## src/rtl/press_if.sv

```systemverilog
// Handshake bundle between the game controller/button conditioners and press_arbiter.
interface press_if #(
  parameter int N      = 2,
  parameter int DROP_W = 8
);
  localparam int IDW = (N > 1) ? $clog2(N) : 1;

  logic              start;
  logic              stop;
  logic [N-1:0]      press;
  logic [N-1:0]      grant;
  logic [IDW-1:0]    grant_id;
  logic              busy;
  logic [DROP_W-1:0] drop_cnt;

  modport master (
    output start, stop, press,
    input  grant, grant_id, busy, drop_cnt
  );

  modport slave (
    input  start, stop, press,
    output grant, grant_id, busy, drop_cnt
  );
endinterface

```

## src/rtl/press_arbiter.sv

```systemverilog
// Round-robin arbiter for single-cycle button presses with post-grant lockout.
// Optional macro PRESS_QUEUE_EN holds presses seen during lockout for the next decision.
//
// state     | meaning
// S_IDLE    | disarmed, presses ignored and not counted
// S_ARMED   | waiting for a press; decides a winner on any request
// S_LOCKOUT | post-grant lockout, busy=1, presses dropped (or queued)
module press_arbiter #(
  parameter int N           = 2,
  parameter int LOCK_CYCLES = 4,
  parameter int DROP_W      = 8
) (
  input logic   Clock,
  input logic   Reset,
  press_if.slave bus
);
  localparam int IDW = (N > 1) ? $clog2(N) : 1;
  localparam int CW  = (LOCK_CYCLES > 1) ? $clog2(LOCK_CYCLES) : 1;
  localparam int PW  = $clog2(N + 1);

  typedef enum logic [1:0] {S_IDLE, S_ARMED, S_LOCKOUT} state_t;

  state_t            state_q, state_n;
  logic [CW-1:0]     cnt_q, cnt_n;
  logic [IDW-1:0]    ptr_q, ptr_n;
  logic [N-1:0]      grant_q, grant_n;
  logic [IDW-1:0]    id_q, id_n;
  logic [DROP_W-1:0] drop_q, drop_n;
  logic [PW-1:0]     drop_add;
  logic [DROP_W:0]   drop_sum;

  logic [N-1:0]      req;
  logic [N-1:0]      arm_drop;
  logic [N-1:0]      lock_drop;
  logic              win_found;
  logic [IDW-1:0]    win_idx;
  logic [N-1:0]      win_oh;

  function automatic logic [PW-1:0] popcnt(input logic [N-1:0] v);
    logic [PW-1:0] c;
    c = '0;
    for (int i = 0; i < N; i++) c = c + PW'(v[i]);
    return c;
  endfunction

`ifdef PRESS_QUEUE_EN
  logic [N-1:0] pend_q, pend_n;

  assign req       = pend_q | bus.press;
  // Already-pending requesters losing again are kept, not counted twice.
  assign arm_drop  = bus.press & ~pend_q & ~win_oh;
  assign lock_drop = bus.press & pend_q;

  always_comb begin
    pend_n = pend_q;
    if (bus.stop) begin
      pend_n = '0;
    end else if (state_q == S_LOCKOUT) begin
      pend_n = pend_q | bus.press;
    end else if (state_q == S_ARMED && win_found) begin
      pend_n = pend_q & ~win_oh;
    end
  end

  always_ff @(posedge Clock) begin
    if (Reset) pend_q <= '0;
    else       pend_q <= pend_n;
  end
`else
  assign req       = bus.press;
  assign arm_drop  = req & ~win_oh;
  assign lock_drop = bus.press;
`endif

  always_comb begin
    win_found = 1'b0;
    win_idx   = '0;
    for (int i = 0; i < N; i++) begin
      if (!win_found && req[(int'(ptr_q) + i) % N]) begin
        win_found = 1'b1;
        win_idx   = IDW'((int'(ptr_q) + i) % N);
      end
    end
    win_oh          = '0;
    win_oh[win_idx] = win_found;
  end

  always_comb begin
    state_n  = state_q;
    cnt_n    = cnt_q;
    ptr_n    = ptr_q;
    grant_n  = '0;
    id_n     = id_q;
    drop_add = '0;
    case (state_q)
      S_IDLE: begin
        if (!bus.stop && bus.start) state_n = S_ARMED;
      end
      S_ARMED: begin
        if (bus.stop) begin
          state_n = S_IDLE;
        end else if (win_found) begin
          state_n  = S_LOCKOUT;
          cnt_n    = CW'(LOCK_CYCLES - 1);
          grant_n  = win_oh;
          id_n     = win_idx;
          ptr_n    = (win_idx == IDW'(N - 1)) ? '0 : win_idx + IDW'(1);
          drop_add = popcnt(arm_drop);
        end
      end
      S_LOCKOUT: begin
        if (bus.stop) begin
          state_n = S_IDLE;
        end else begin
          drop_add = popcnt(lock_drop);
          if (cnt_q == '0) state_n = S_ARMED;
          else             cnt_n   = cnt_q - CW'(1);
        end
      end
      default: state_n = S_IDLE;
    endcase
  end

  assign drop_sum = {1'b0, drop_q} + (DROP_W + 1)'(drop_add);
  assign drop_n   = drop_sum[DROP_W] ? '1 : drop_sum[DROP_W-1:0];

  always_ff @(posedge Clock) begin
    if (Reset) begin
      state_q <= S_IDLE;
      cnt_q   <= '0;
      ptr_q   <= '0;
      grant_q <= '0;
      id_q    <= '0;
      drop_q  <= '0;
    end else begin
      state_q <= state_n;
      cnt_q   <= cnt_n;
      ptr_q   <= ptr_n;
      grant_q <= grant_n;
      id_q    <= id_n;
      drop_q  <= drop_n;
    end
  end

  assign bus.grant    = grant_q;
  assign bus.grant_id = id_q;
  assign bus.busy     = (state_q == S_LOCKOUT);
  assign bus.drop_cnt = drop_q;
endmodule

```

## src/flat_wrapper.sv

```systemverilog
// flat-port wrapper written by rule: the top's interface ports become plain ports
module press_arbiter_flat 
#(
  parameter int N           = 2,
  parameter int LOCK_CYCLES = 4,
  parameter int DROP_W      = 8
)
  (Clock, Reset, bus_start, bus_stop, bus_press, bus_grant, bus_grant_id, bus_busy, bus_drop_cnt);
  press_if #(.N(N), .DROP_W(DROP_W)) bus_i ();
  input logic Clock;
  input logic Reset;
  input wire logic [$bits(bus_i.start)-1:0] bus_start;
  input wire logic [$bits(bus_i.stop)-1:0] bus_stop;
  input wire logic [$bits(bus_i.press)-1:0] bus_press;
  output wire logic [$bits(bus_i.grant)-1:0] bus_grant;
  output wire logic [$bits(bus_i.grant_id)-1:0] bus_grant_id;
  output wire logic [$bits(bus_i.busy)-1:0] bus_busy;
  output wire logic [$bits(bus_i.drop_cnt)-1:0] bus_drop_cnt;
  assign bus_i.start = bus_start;
  assign bus_i.stop = bus_stop;
  assign bus_i.press = bus_press;
  assign bus_grant = bus_i.grant;
  assign bus_grant_id = bus_i.grant_id;
  assign bus_busy = bus_i.busy;
  assign bus_drop_cnt = bus_i.drop_cnt;
  press_arbiter #(.N(N), .LOCK_CYCLES(LOCK_CYCLES), .DROP_W(DROP_W)) u_core (.Clock(Clock), .Reset(Reset), .bus(bus_i));
endmodule
```

## config.mk

```make
export PLATFORM = sky130hd
export DESIGN_NAME = press_arbiter_flat
export DESIGN_NICKNAME = d
export VERILOG_FILES = /design/src/rtl/press_if.sv /design/src/rtl/press_arbiter.sv /design/src/flat_wrapper.sv
export SDC_FILE = /design/constraint.sdc
export NUM_CORES = 1
export LEC_CHECK = 0
export BUFFER_PORTS_ARGS = -buffer_cell sky130_fd_sc_hd__buf_2
export CORE_ASPECT_RATIO = 1.75
export CORE_MARGIN = 3
export CORE_UTILIZATION = 36
export DETAILED_ROUTE_END_ITERATION = 8
export PLACE_DENSITY = 0.63
export RECOVER_POWER = 100
export SLEW_MARGIN = 25
export SYNTH_ARGS = -nofsm -noshare
export SYNTH_HDL_FRONTEND = slang
export SYNTH_SLANG_ARGS = --single-unit
```

## constraint.sdc

```tcl
create_clock -name Clock -period 3.52 [get_ports Clock]
set_input_delay 0.704 -clock Clock [delete_from_list [all_inputs] [get_ports Clock]]
set_output_delay 0.704 -clock Clock [all_outputs]
set_load 0.01 [all_outputs]
```

# Yosys cells after proc, flatten, opt, wreduce, memory -nomap -nowiden
# Cells that the tools add are included.
# totals
memories,0
register_bits,16
ram_bits,0
latch_bits,0
inputBits,6
mem_bits_ro,0
# classes
bitwise,7
n_div,0
add_sub_neg,6
muxes,28
n_mul,0
n_eq_ne,9
reduce_logical,12
n_shift,0
n_lt_le_gt_ge,4
# ops
operator,count
$mux W2,12
$mux W1,11
$add A8 B2 Y9,1
$mux W8,1
$pmux W2 S2,2
$ne A2 B2 Y1 const B,3
$ne A3 B2 Y1 const B,2
$pmux W2 S3,1
$reduce_and A3 Y1,2
$reduce_and A5 Y1,1
$add A1 B1 Y2,2
$and A2 B2 Y2,2
$logic_not A2 Y1,2
$lt A1 B2 Y1 const B,2
$ne A2 B1 Y1 const B,2
$reduce_or A4 Y1,1
$logic_and A1 B1 Y1,3
$lt A2 B3 Y1 const B,1
$not A1 Y1,3
$add A1 B1 Y1 const B,2
$eq A2 B1 Y1 const B,1
$eq A2 B2 Y1 const B,1
$logic_not A1 Y1,2
$not A2 Y2,1
other kinds (5),5

# Depth between registers and ports, before layout
# Gate-level depths: netlist (run 1).
# depth
word_depth,20
ltp_mapped,9
depth_no_buf,9

# Worst setup path before layout (run 1)
# OpenSTA, ideal clock, no wires.
# synth_timing
path_kind,input to register
start,input bus_press[0]
end,register u_core.drop_q[7] (netlist: u_core.bus.drop_cnt[7])
stages,9
arrival_time_ns,2.391
path_buffers,0
slack_ns,1.008
cell_sequence,inv_1 > ha_1 > a22o_1 > and3_1 > ha_1 > fa_1 > nand4_1 > a21oi_1 > mux2_2
# synth_via
elab_chain_len,19
elab_cells_between_ends,27
classes_between,add/sub (3); order compare (2); mux (16); bitwise (3); reduce/logical (3)
# synth_lines
item,line_no,text
"start, declared",flat_wrapper.sv:14,input wire logic [$bits(bus_i.press)-1:0] bus_press;
$mux W1 (not written as such) (2 in series),press_arbiter.sv:79,if (!win_found && req[(int'(ptr_q) + i) % N]) begin
$mux W1,press_arbiter.sv:79,
$logic_not A1 Y1,press_arbiter.sv:79,
$logic_and A1 B1 Y1,press_arbiter.sv:79,
$mux W1,press_arbiter.sv:79,
$lt A1 B2 Y1 (not written as such) or $ge A1 B1 Y1 (tied branches),press_arbiter.sv:85,win_oh[win_idx] = win_found;
$logic_and A1 B1 Y1 (not written as such),press_arbiter.sv:85,
$mux W1 (not written as such),press_arbiter.sv:85,
[... 2 more ...],n/a,
$not A2 Y2,press_arbiter.sv:71,assign arm_drop = req & ~win_oh;
$and A2 B2 Y2,press_arbiter.sv:71,
$add A1 B1 Y2,press_arbiter.sv:42,for (int i = 0; i < N; i++) c = c + PW'(v[i]);
$mux W2,press_arbiter.sv:102,end else if (win_found) begin
$mux W2,press_arbiter.sv:100,if (bus.stop) begin
$pmux W2 S2 *,press_arbiter.sv:95,case (state_q)
$add A8 B2 Y9 *,press_arbiter.sv:124,"assign drop_sum = {1'b0, drop_q} + (DROP_W + 1)'(drop_add);"
$mux W8 *,press_arbiter.sv:125,assign drop_n = drop_sum[DROP_W] ? '1 : drop_sum[DROP_W-1:0];
"end signal, assigned",press_arbiter.sv:141,drop_q <= drop_n;
"end, declared",press_arbiter.sv:28,"logic [DROP_W-1:0] drop_q, drop_n;"
# Every way passes the cells marked *; elsewhere a longest branch is shown, timed or not. The select of a mux whose other input is x is not followed.
# A chain may end at the register's enable or synchronous reset.

# Worst setup path after layout (run 1)
# layout_timing
start,input bus_press[1]
end,register u_core.drop_q[5] (netlist: u_core.bus.drop_cnt[5])
# Same word-level chain as after synthesis.

==> flow_summary.yaml, run 1 <==
worst_setup_path:
  start_kind: "primary input"
  critPathKind: "in -> reg"
  path_cells: "clkbuf_1 -> inv_1 -> ha_1 -> a22o_1 -> and3_1 -> ha_1 -> fa_1 -> nand4_1 -> or2_0 -> a31oi_1"
  critPathMaxFanout: 5
  cpPeakStageDelay_ns: 0.42
  critPathRequiredTime_ns: 3.64
  crit_family: "adder cells"
  crit_top_cell: "ha_1"
  cp.buffers_inverters: 2
  cpMaxStageDelayCell: "fa_1"
  worst_setup_path_end_kind: "flip-flop"
  arrival_ns: 2.76
power_and_ir_drop:
  power.total_w: 0.000448
  irDropWorstVdd_mv: 0.241
  p_leak_nw: 0.410
  p_per_area_nw_per_um2: 443
drt:
  firstDrtPassIters: 2
  vias: 744
  routed_wl_mm: 1.77
  first_iter_violations: 10
  drc: 0
  wl_per_cell_um: 12.7
  postRouteAntennaNets: 0
  via_per_inst: 5.35
final_layout:
  n_antenna_cell: 0
  final_cell_count_no_fill: 139
  area_delta_synth_final_pct: 15.9
  layout-drive-gt1-share_pct: 10.5
  fillCellCount: 252
  layout.nets: 131
  stdcell_area_um2: 1010
logic_synthesis:
  yosysWarnings: 0
  synth.area.top_cells: "dfxtp_1, ha_1, a21oi_1"
  synth_top_area_share_pct: 36.7
  synth-edff-count: 0
  synthTopCellsByCount: "dfxtp_1, inv_1, a21oi_1, ha_1, a31oi_1"
  synth.cell_area_um2: 872
  yosysSeqAreaShare_pct: 36.7
  ys_seq_elements: 16
  synth.most_common_cell: "dfxtp_1"
  synthDistinctLibCells: 36
  synthCells: 94
  syn_area_per_cell_um2: 9.28
  synth_ff_type: "dfxtp_1"
  synth_nets: 110
  async_flop_share_pct: 0
  synth_top_cell_by_area: "dfxtp_1"
die:
  core_area_um2: 2300
  fp.dieW_um: 43.2
  rows: 23
  die_y_um: 71.1
  io_pins: 18
  start_util_pct: 37.9
  die_area_um2: 3070
clocking:
  cts_hold_buf: 0
  root_buffer: "clkbuf_8"
  cts_buffer_depth: 2
  path_clk_slew_ns: 0.07
  cts_sinks: 16
  postCtsSetupBuffers: 0
  clk_latency_ns: 0.25
  cts_tree: "done"
  ctsHtreeMaxLevel: 1
  cts_resized: 0
  cts_made_buffers: 3
timing:
  slew_headroom_pct: 68.6
  min_period_ns: 2.64
  hold_viol: 0
  fin_crit_sh_pct: 75.0
  drv_slew: 0
  worst_pin_slew_ns: 0.470
  fin_skew_ns: 0.000634
  setup_viol: 0
  rsz0062_at_grt: "false"
  final.setup.tns_ns: 0
  max_freq_mhz: 379
  layout_setup_ws_ns: 0.879
place:
  gp_congestion: 0.772
  port_buffers: 17
  dp_hpwl_mm: 1.42
  numPlacedInstances: 135
  pre_cts_slack_ns: 0.759
  place_area_um2: 985
hold_path:
  hold_path_class: "reg -> reg"
grt:
  antenna_found_initial: 0
  grt_pass1_wl_mm: 3.02
  grt_max_degree: 15
  grt.overflow.total: 0
  grt_pass1_vias: 736
  grt_use_total_pct: 12.5
run:
  max-cap-violations: 0
outcome:
  status: "finished, final reports clean"
sequential cells by signal, indices dropped and copies added (netlist names):
signal / flops
u_core.bus.grant: 2
u_core.ptr_q: 1
u_core.state_q: 2
u_core.bus.grant_id: 1
u_core.bus.drop_cnt: 8
u_core.cnt_q: 2
cell type report:
class	count	area, µm²	area share, %
Tap cell	25	31.3	3.09
Multi-Input combinational cell	66	494	48.9
Sequential cell	16	320	31.7
Inverter	11	41.3	4.08
Clock buffer	4	55.1	5.45
Timing Repair Buffer	17	68.8	6.81
cells in the final DEF (no fill, tap or decap), drive strengths merged:
cell type | synthesis | layout
o221ai | 1 | 1
o32ai | 2 | 2
or2 | 2 | 2
a22o | 1 | 1
a211o | 1 | 1
a311oi | 1 | 1
xnor2 | 1 | 1
or3 | 2 | 2
a221oi | 1 | 1
and3 | 2 | 2
inv | 11 | 11
nand2 | 4 | 4
nor3 | 1 | 1
a211oi | 1 | 1
nand4 | 2 | 2
nor2b | 2 | 2
fa | 1 | 1
dfxtp | 16 | 16
ha | 9 | 9
buf | 0 | 4
clkbuf | 1 | 17
nand2b | 3 | 3
nor3b | 3 | 3
a21o | 1 | 1
mux2 | 1 | 1
o211a | 1 | 1
nand3 | 3 | 3
nor2 | 1 | 1
a21oi | 9 | 9
and2 | 1 | 1
a31oi | 5 | 5
o21ai | 3 | 3
and4 | 1 | 1
where the power goes:
group / internal [W] / total (W) / leakage, nW / switching [W]
registers: 0.000193 / 0.000199 / 0.130 / 0.00000614
logic: 0.0000377 / 0.0000831 / 0.252 / 0.0000454
clock network: 0.0000993 / 0.000166 / 0.0288 / 0.0000665
total: 0.000330 / 0.000448 / 0.410 / 0.000118
path summary, 6_finish.rpt:
check / startpoint / end / slack (ns) / depth (start not counted)
max: bus_press[1] / u_core.bus.drop_cnt[5]$_SDFF_PP0_ / 0.88 / 10
min: u_core.bus.grant_id$_SDFFE_PP0P_ / u_core.bus.grant_id$_SDFFE_PP0P_ / 0.47 / 2
max reg2reg: u_core.state_q[0]$_SDFFE_PP0P_ / u_core.bus.drop_cnt[5]$_SDFF_PP0_ / 1.06 / 9
min reg2reg: u_core.bus.grant_id$_SDFFE_PP0P_ / u_core.bus.grant_id$_SDFFE_PP0P_ / 0.47 / 2
kinds of logic after synthesis:
logic type      Yosys count  share of synthesized area, %
buf+inv                  12                          5.16
simple gates             27                          20.2
mux                       1                          1.29
flops                    16                          36.7
fa+ha+maj                10                          15.2
compound gates           27                          20.4
xor+xnor                  1                          1.00
metal layers:
| layer | wire length [µm] | up-vias | global-route usage (%) |
|---|---|---|---|
| met2 | 965 | 15 | 23.1 |
| li1 | - | 381 | - |
| met4 | 23 | 0 | 6.38 |
| met1 | 703 | 346 | 13.8 |
| met3 | 80 | 2 | 0.763 |
| met5 | 0 | - | 0 |
worst reg2reg max path, cell delays in order (launching register included):
cell and delay, ns:
dfxtp_1 0.35, inv_1 0.08, ha_1 0.28, a22o_1 0.22, and3_1 0.18, ha_1 0.21, fa_1 0.42, nand4_1 0.16
or2_0 0.28, a31oi_1 0.13
metrics by stage:
step / hold WS [ns] / util, %
after floorplan: 0.464 / -
after global placement: 0.463 / 42.8
after detailed placement: 0.461 / 42.8
after CTS: 0.472 / 45.2
after global routing: 0.503 / 43.9
final: 0.470 / 43.9
(Power assumes the default switching activity.)
==> run 2, diff against run 1 <==
--- a/config.mk
+++ b/config.mk
@@ -5,6 +5,7 @@
 export SDC_FILE = /design/constraint.sdc
 export NUM_CORES = 1
 export LEC_CHECK = 0
+export ABC_AREA = 1
 export BUFFER_PORTS_ARGS = -buffer_cell sky130_fd_sc_hd__buf_2
 export CORE_ASPECT_RATIO = 1.75
 export CORE_MARGIN = 3
==> constraint.sdc (replaced) <==
create_clock -name Clock -period 2.7 [get_ports Clock]
set_input_delay 0.54 -clock Clock [delete_from_list [all_inputs] [get_ports Clock]]
set_output_delay 0.54 -clock Clock [all_outputs]
set_load 0.01 [all_outputs]
==> run 2 against run 1 <==
Effect of this change:
- first-iteration DRC count down 10%
- cell area increased by 4.7%
- largest cell class unchanged
- final cell count rose by 25%
- synthesized cell count rose by 38%
==> flow_summary.yaml, run 2 <==
logic_synthesis:
  synth-edff-count: 0
  synthCells: 130
  syn_area_per_cell_um2: 7.24
  synthDistinctLibCells: 22
  synth_top_area_share_pct: 34.0
  synthTopCellsByCount: "nand2_1, inv_1, dfxtp_1, nand3_1"
  synth_ff_type: "dfxtp_1"
  synth_top_cell_by_area: "dfxtp_1"
  yosysWarnings: 0
  synth_nets: 146
  synth.area.top_cells: "dfxtp_1, ha_1, nand2_1"
  synth.cell_area_um2: 941
  yosysSeqAreaShare_pct: 34.0
  async_flop_share_pct: 0
  ys_seq_elements: 16
  synth.most_common_cell: "nand2_1"
drt:
  postRouteAntennaNets: 0
  first_iter_violations: 9
  drc: 0
  routed_wl_mm: 1.96
  firstDrtPassIters: 4
  via_per_inst: 5.00
  wl_per_cell_um: 11.2
  vias: 870
die:
  io_pins: 18
  fp.dieW_um: 44.6
  die_area_um2: 3290
  core_area_um2: 2390
  rows: 23
  start_util_pct: 39.4
  die_y_um: 73.6
grt:
  grt_max_degree: 9
  grt_pass1_vias: 923
  antenna_found_initial: 0
  grt_use_total_pct: 14.2
  grt_pass1_wl_mm: 3.53
  grt.overflow.total: 0
timing:
  slew_headroom_pct: 66.1
  hold_viol: 0
  worst_pin_slew_ns: 0.504
  min_period_ns: 2.24
  fin_skew_ns: 0.00413
  rsz0062_at_grt: "false"
  max_freq_mhz: 446
  final.setup.tns_ns: 0
  holdWs_ns: 0.480
  fin_crit_sh_pct: 83.1
  setup_viol: 0
  drv_slew: 0
final_layout:
  stdcell_area_um2: 1060
  area_delta_synth_final_pct: 12.5
  layout-drive-gt1-share_pct: 9.40
  layout.nets: 167
  final_cell_mix: "nand2_1, inv_1, nand3_1, dfxtp_1, clkbuf_1"
  n_antenna_cell: 0
  utilization_pct: 44.3
  final_common_cell: "nand2_1"
  largest_reg_flops: 8
power_and_ir_drop:
  p_per_area_nw_per_um2: 484
  p_leak_nw: 0.507
  switching_share_pct: 26.8
  power.total_w: 0.000512
  p_comb_share_pct: 15.8
  irDropWorstVdd_mv: 0.274
  power.internal_w: 0.000375
  clkPwrFrac_pct: 34.7
  p_seq_share_pct: 49.5
  power.switching_w: 0.000137
worst_setup_path:
  critPathRequiredTime_ns: 2.90
  critPathMaxFanout: 7
  worst_setup_path_end_kind: "flip-flop"
  cpPeakStageDelay_ns: 0.47
  arrival_ns: 2.45
  critPathKind: "reg -> reg"
  cpMaxStageDelayCell: "nor4_1"
  crit_top_cell: "inv_1"
  start_kind: "flip-flop"
  path_cells: "inv_1 -> ha_1 -> inv_1 -> nor4_1 -> fa_1 -> nand3_1 -> nor2_4 -> nand2_4 -> nand3_1 -> nand2_1 -> inv_1"
clocking:
  postCtsSetupBuffers: 0
  path_clk_slew_ns: 0.06
  cts_tree: "done"
  cts_buffer_depth: 2
  clk_latency_ns: 0.25
  cts_resized: 0
  ctsHtreeMaxLevel: 1
  cts_sinks: 16
  cts_hold_buf: 0
  cts_made_buffers: 3
  root_buffer: "clkbuf_8"
run:
  max-cap-violations: 0
outcome:
  status: "finished, final reports clean"
place:
  place_area_um2: 1050
  dp_hpwl_mm: 1.61
  port_buffers: 17
  gp_congestion: 0.750
hold_path:
  hold_path_class: "reg -> reg"
[run 2: changes by cell type in the layout (fill, tap and decap cells not counted), moves of 3 or more]
cell and change:
inv_2 +3, nand3_1 +16, a31oi_1 -5, nor2_1 +8, nor3b_1 -3, nand2b_1 -3
nand2_1 +24, inv_1 +12
[run 2: path summary, 6_finish.rpt]
| path | start | to | slack (ns) | cells after the start |
|---|---|---|---|---|
| setup / recovery | u_core.state_q[0]$_SDFFE_PP0P_ | u_core.bus.drop_cnt[7]$_SDFF_PP0_ | 0.46 | 11 |
| hold / removal | u_core.ptr_q$_SDFFE_PP0P_ | u_core.ptr_q$_SDFFE_PP0P_ | 0.48 | 2 |
| setup reg to reg | u_core.state_q[0]$_SDFFE_PP0P_ | u_core.bus.drop_cnt[7]$_SDFF_PP0_ | 0.46 | 11 |
| hold reg to reg | u_core.ptr_q$_SDFFE_PP0P_ | u_core.ptr_q$_SDFFE_PP0P_ | 0.48 | 2 |
[run 2: worst max-delay path: cells and delay by family, from the launching register on]
| kind | cells | cell delay (ns) |
|---|---|---|
| DFF | 1 | 0.36 |
| buffers and inverters | 3 | 0.19 |
| adders and majority gates | 2 | 0.60 |
| and+or+nand+nor | 6 | 1.04 |
[run 2: area by class of cell]
cell class,count,area [µm²]
multi-input cells,87,499
flip-flops and latches,16,320
repair buffers,17,68.8
inverters,26,97.6
well taps,25,31.3
fillers,269,1330
clock buffers,3,41.3
[run 2: layer usage]
metal	routed length (µm)	vias up	GRT usage (%)	part of all wire, %
li1	-	449	-	-
met1	781	405	13.1	40
met2	1060	11	26.4	54
met3	56	5	2.70	2.9
met4	55	0	9.40	2.8
met5	0	-	0	0
[run 2: power groups by stage]
stage	Clock, W	Sequential [W]	Combinational [W]
after floorplan	0	0.000258	0.0000636
after global placement	0	0.000258	0.0000827
after CTS	0.000185	0.000253	0.0000858
after global routing	0.000194	0.000254	0.0000979
after detailed placement	0	0.000258	0.0000854
final	0.000178	0.000253	0.0000809
[run 2: through the flow]
step,setup WS [ns],instances
final,0.456,174
after global routing,0.237,174
after CTS,0.436,174
after detailed placement,0.393,171
after global placement,0.426,171
after floorplan,0.616,130
[run 2: logic make-up (layout without fill, tap and decap cells)]
group	Yosys count	after routing	share of synthesized area [%]
flip-flops	16	16	34.0
AND/OR/NAND/NOR	61	61	31.4
buffers and inverters	27	46	10.9
adder cells (fa/ha/maj)	10	10	14.1
XOR/XNOR	2	2	1.86
AO/OA/AOI/OAI	14	14	7.71
==> run 3, diff against run 2 <==
--- a/config.mk
+++ b/config.mk
@@ -11,7 +11,7 @@
 export CORE_MARGIN = 3
 export CORE_UTILIZATION = 36
 export DETAILED_ROUTE_END_ITERATION = 8
-export PLACE_DENSITY = 0.63
+export PLACE_DENSITY = 0.65
 export RECOVER_POWER = 100
 export SLEW_MARGIN = 25
 export SYNTH_ARGS = -nofsm -noshare
==> constraint.sdc (replaced) <==
create_clock -name Clock -period 1.9 [get_ports Clock]
set_input_delay 0.38 -clock Clock [delete_from_list [all_inputs] [get_ports Clock]]
set_output_delay 0.38 -clock Clock [all_outputs]
set_load 0.01 [all_outputs]
==> run 3 against run 2 <==
Effect of this change:
- the run now ends with setup timing left
- first-iteration DRC count is 56% higher
- sequential cell count stayed put
- critical path depth is 1 higher
- count of clock-buffer cells in the layout is 1 higher
- largest power group unchanged
- register-to-register slack worse by 0.53 ns
- maximum frequency is 14% higher
- routed wire length is 11% higher
- sequential share of layout area is 4.5 points lower
- final cell count is 5.2% higher
- combinational power is 98% higher
- die area stayed put
- global-route usage is 0.76 points higher
==> flow_summary.yaml, run 3 (same netlist as run 2, synthesis figures left out) <==
worst_setup_path:
  cp.buffers_inverters: 2
  r2r-start: "u_core.state_q[1]$_SDFFE_PP0P_"
  arrival_ns: 2.13
  cpPeakStageDelay_ns: 0.39
  critPathKind: "reg -> reg"
  start_kind: "flip-flop"
  cpMaxStageDelayCell: "dfxtp_4"
  cp-startpoint: "u_core.state_q[1]$_SDFFE_PP0P_"
  crit_family: "adder cells"
  worst_setup_path_end_kind: "flip-flop"
  critPathMaxFanout: 7
  reg2reg_slack_ns: -0.08
  critPathRequiredTime_ns: 2.05
  path_cells: "inv_4 -> ha_4 -> nand3_2 -> o31ai_4 -> ha_2 -> fa_2 -> nand3_4 -> nor2_4 -> nand2_4 -> nand3_2 -> nand2_1 -> inv_1"
  crit_top_cell: "nand3_2"
run:
  max-cap-violations: 0
die:
  start_util_pct: 39.4
  fp.dieW_um: 44.6
  die_y_um: 73.6
  core_area_um2: 2390
  io_pins: 18
  die_area_um2: 3290
  rows: 23
timing:
  min_period_ns: 1.98
  hold_viol: 0
  layout_setup_ws_ns: -0.0752
  fin_skew_ns: 0.00183
  fin_crit_sh_pct: 104
  holdWs_ns: 0.416
  drv_slew: 0
  slew_headroom_pct: 79.3
  final.setup.tns_ns: -0.412
  worst_pin_slew_ns: 0.308
  rsz0062_at_grt: "true"
  setup_viol: 8
  max_freq_mhz: 506
final_layout:
  layout-drive-gt1-share_pct: 31.0
  layout.nets: 175
  final_common_cell: "nand2_1"
  area_delta_synth_final_pct: 34.0
  fillCellCount: 244
  utilization_pct: 52.8
  largest_reg_flops: 8
  final_cell_mix: "nand2_1, inv_1, dfxtp_1, nand3_1, clkbuf_1"
  n_antenna_cell: 0
drt:
  firstDrtPassIters: 5
  via_per_inst: 5.01
  routed_wl_mm: 2.18
  wl_per_cell_um: 11.9
  first_iter_violations: 14
  drc: 0
  vias: 917
  postRouteAntennaNets: 0
place:
  gp_congestion: 0.852
  port_buffers: 17
  dp_hpwl_mm: 1.69
clocking:
  cts_made_buffers: 3
  cts_hold_buf: 0
  path_clk_slew_ns: 0.06
  cts_tree: "done"
  cts_buffer_depth: 2
  clk_latency_ns: 0.25
  ctsHtreeMaxLevel: 1
  cts_sinks: 16
  root_buffer: "clkbuf_8"
grt:
  grt_use_total_pct: 14.9
  grt_pass1_wl_mm: 3.66
  antenna_found_initial: 0
  grt_max_degree: 10
  grt_pass1_vias: 942
  grt.overflow.total: 0
hold_path:
  hold_path_class: "in -> reg"
  min_from: "Reset"
power_and_ir_drop:
  irDropWorstVdd_mv: 0.430
  p_per_area_nw_per_um2: 651
  p_leak_nw: 0.592
outcome:
  violations: "setup timing"
  status: "complete, but fails checks"
run 3: layout make-up:
cell class                 instances  area [µm²]  area share (%)
tap                               25        31.3            2.48
multi-input combinational         87         621            49.2
clock buffer                       4        55.1            4.37
sequential                        16         325            25.8
timing repair buffer              25         129            10.2
inverter                          26         100            7.94
run 3: layer usage:
layer	track usage [%]	vias up	wire, µm
li1	-	466	-
met1	13.3	427	791
met2	29.0	20	1270
met3	3.19	4	84
met4	8.05	0	33
met5	0	-	0
run 3: timing repair:
action,4_1_cts,5_1_grt
setup buffers,2,0
endpoints found under the setup margin,8,8
resized for setup,7,3
pin swaps,6,2
run 3: per-stage QoR:
step / setup slack (ns) / instances / instance area, µm² / total power [W]
after floorplan: -0.0154 / 130 / 1010 / 0.000478
after global placement: -0.215 / 177 / 1170 / 0.000520
after detailed placement: -0.247 / 177 / 1170 / 0.000524
after CTS: -0.0576 / 183 / 1270 / 0.000837
after global routing: -0.179 / 183 / 1260 / 0.000873
final: -0.0752 / 183 / 1260 / 0.000821
run 3: final timing paths:
check,to,depth (start not counted)
setup / recovery,u_core.bus.drop_cnt[7]$_SDFF_PP0_,12
hold / removal,u_core.bus.drop_cnt[1]$_SDFF_PP0_,2
setup reg to reg,u_core.bus.drop_cnt[7]$_SDFF_PP0_,12
hold reg to reg,u_core.cnt_q[1]$_SDFFE_PP0P_,2
run 3: report_power, final:
part           total (W)  switching, W  leakage [nW]  internal, W
Combinational   0.000160     0.0000964         0.433    0.0000632
Clock           0.000301      0.000117        0.0288     0.000184
Sequential      0.000360     0.0000101         0.131     0.000350
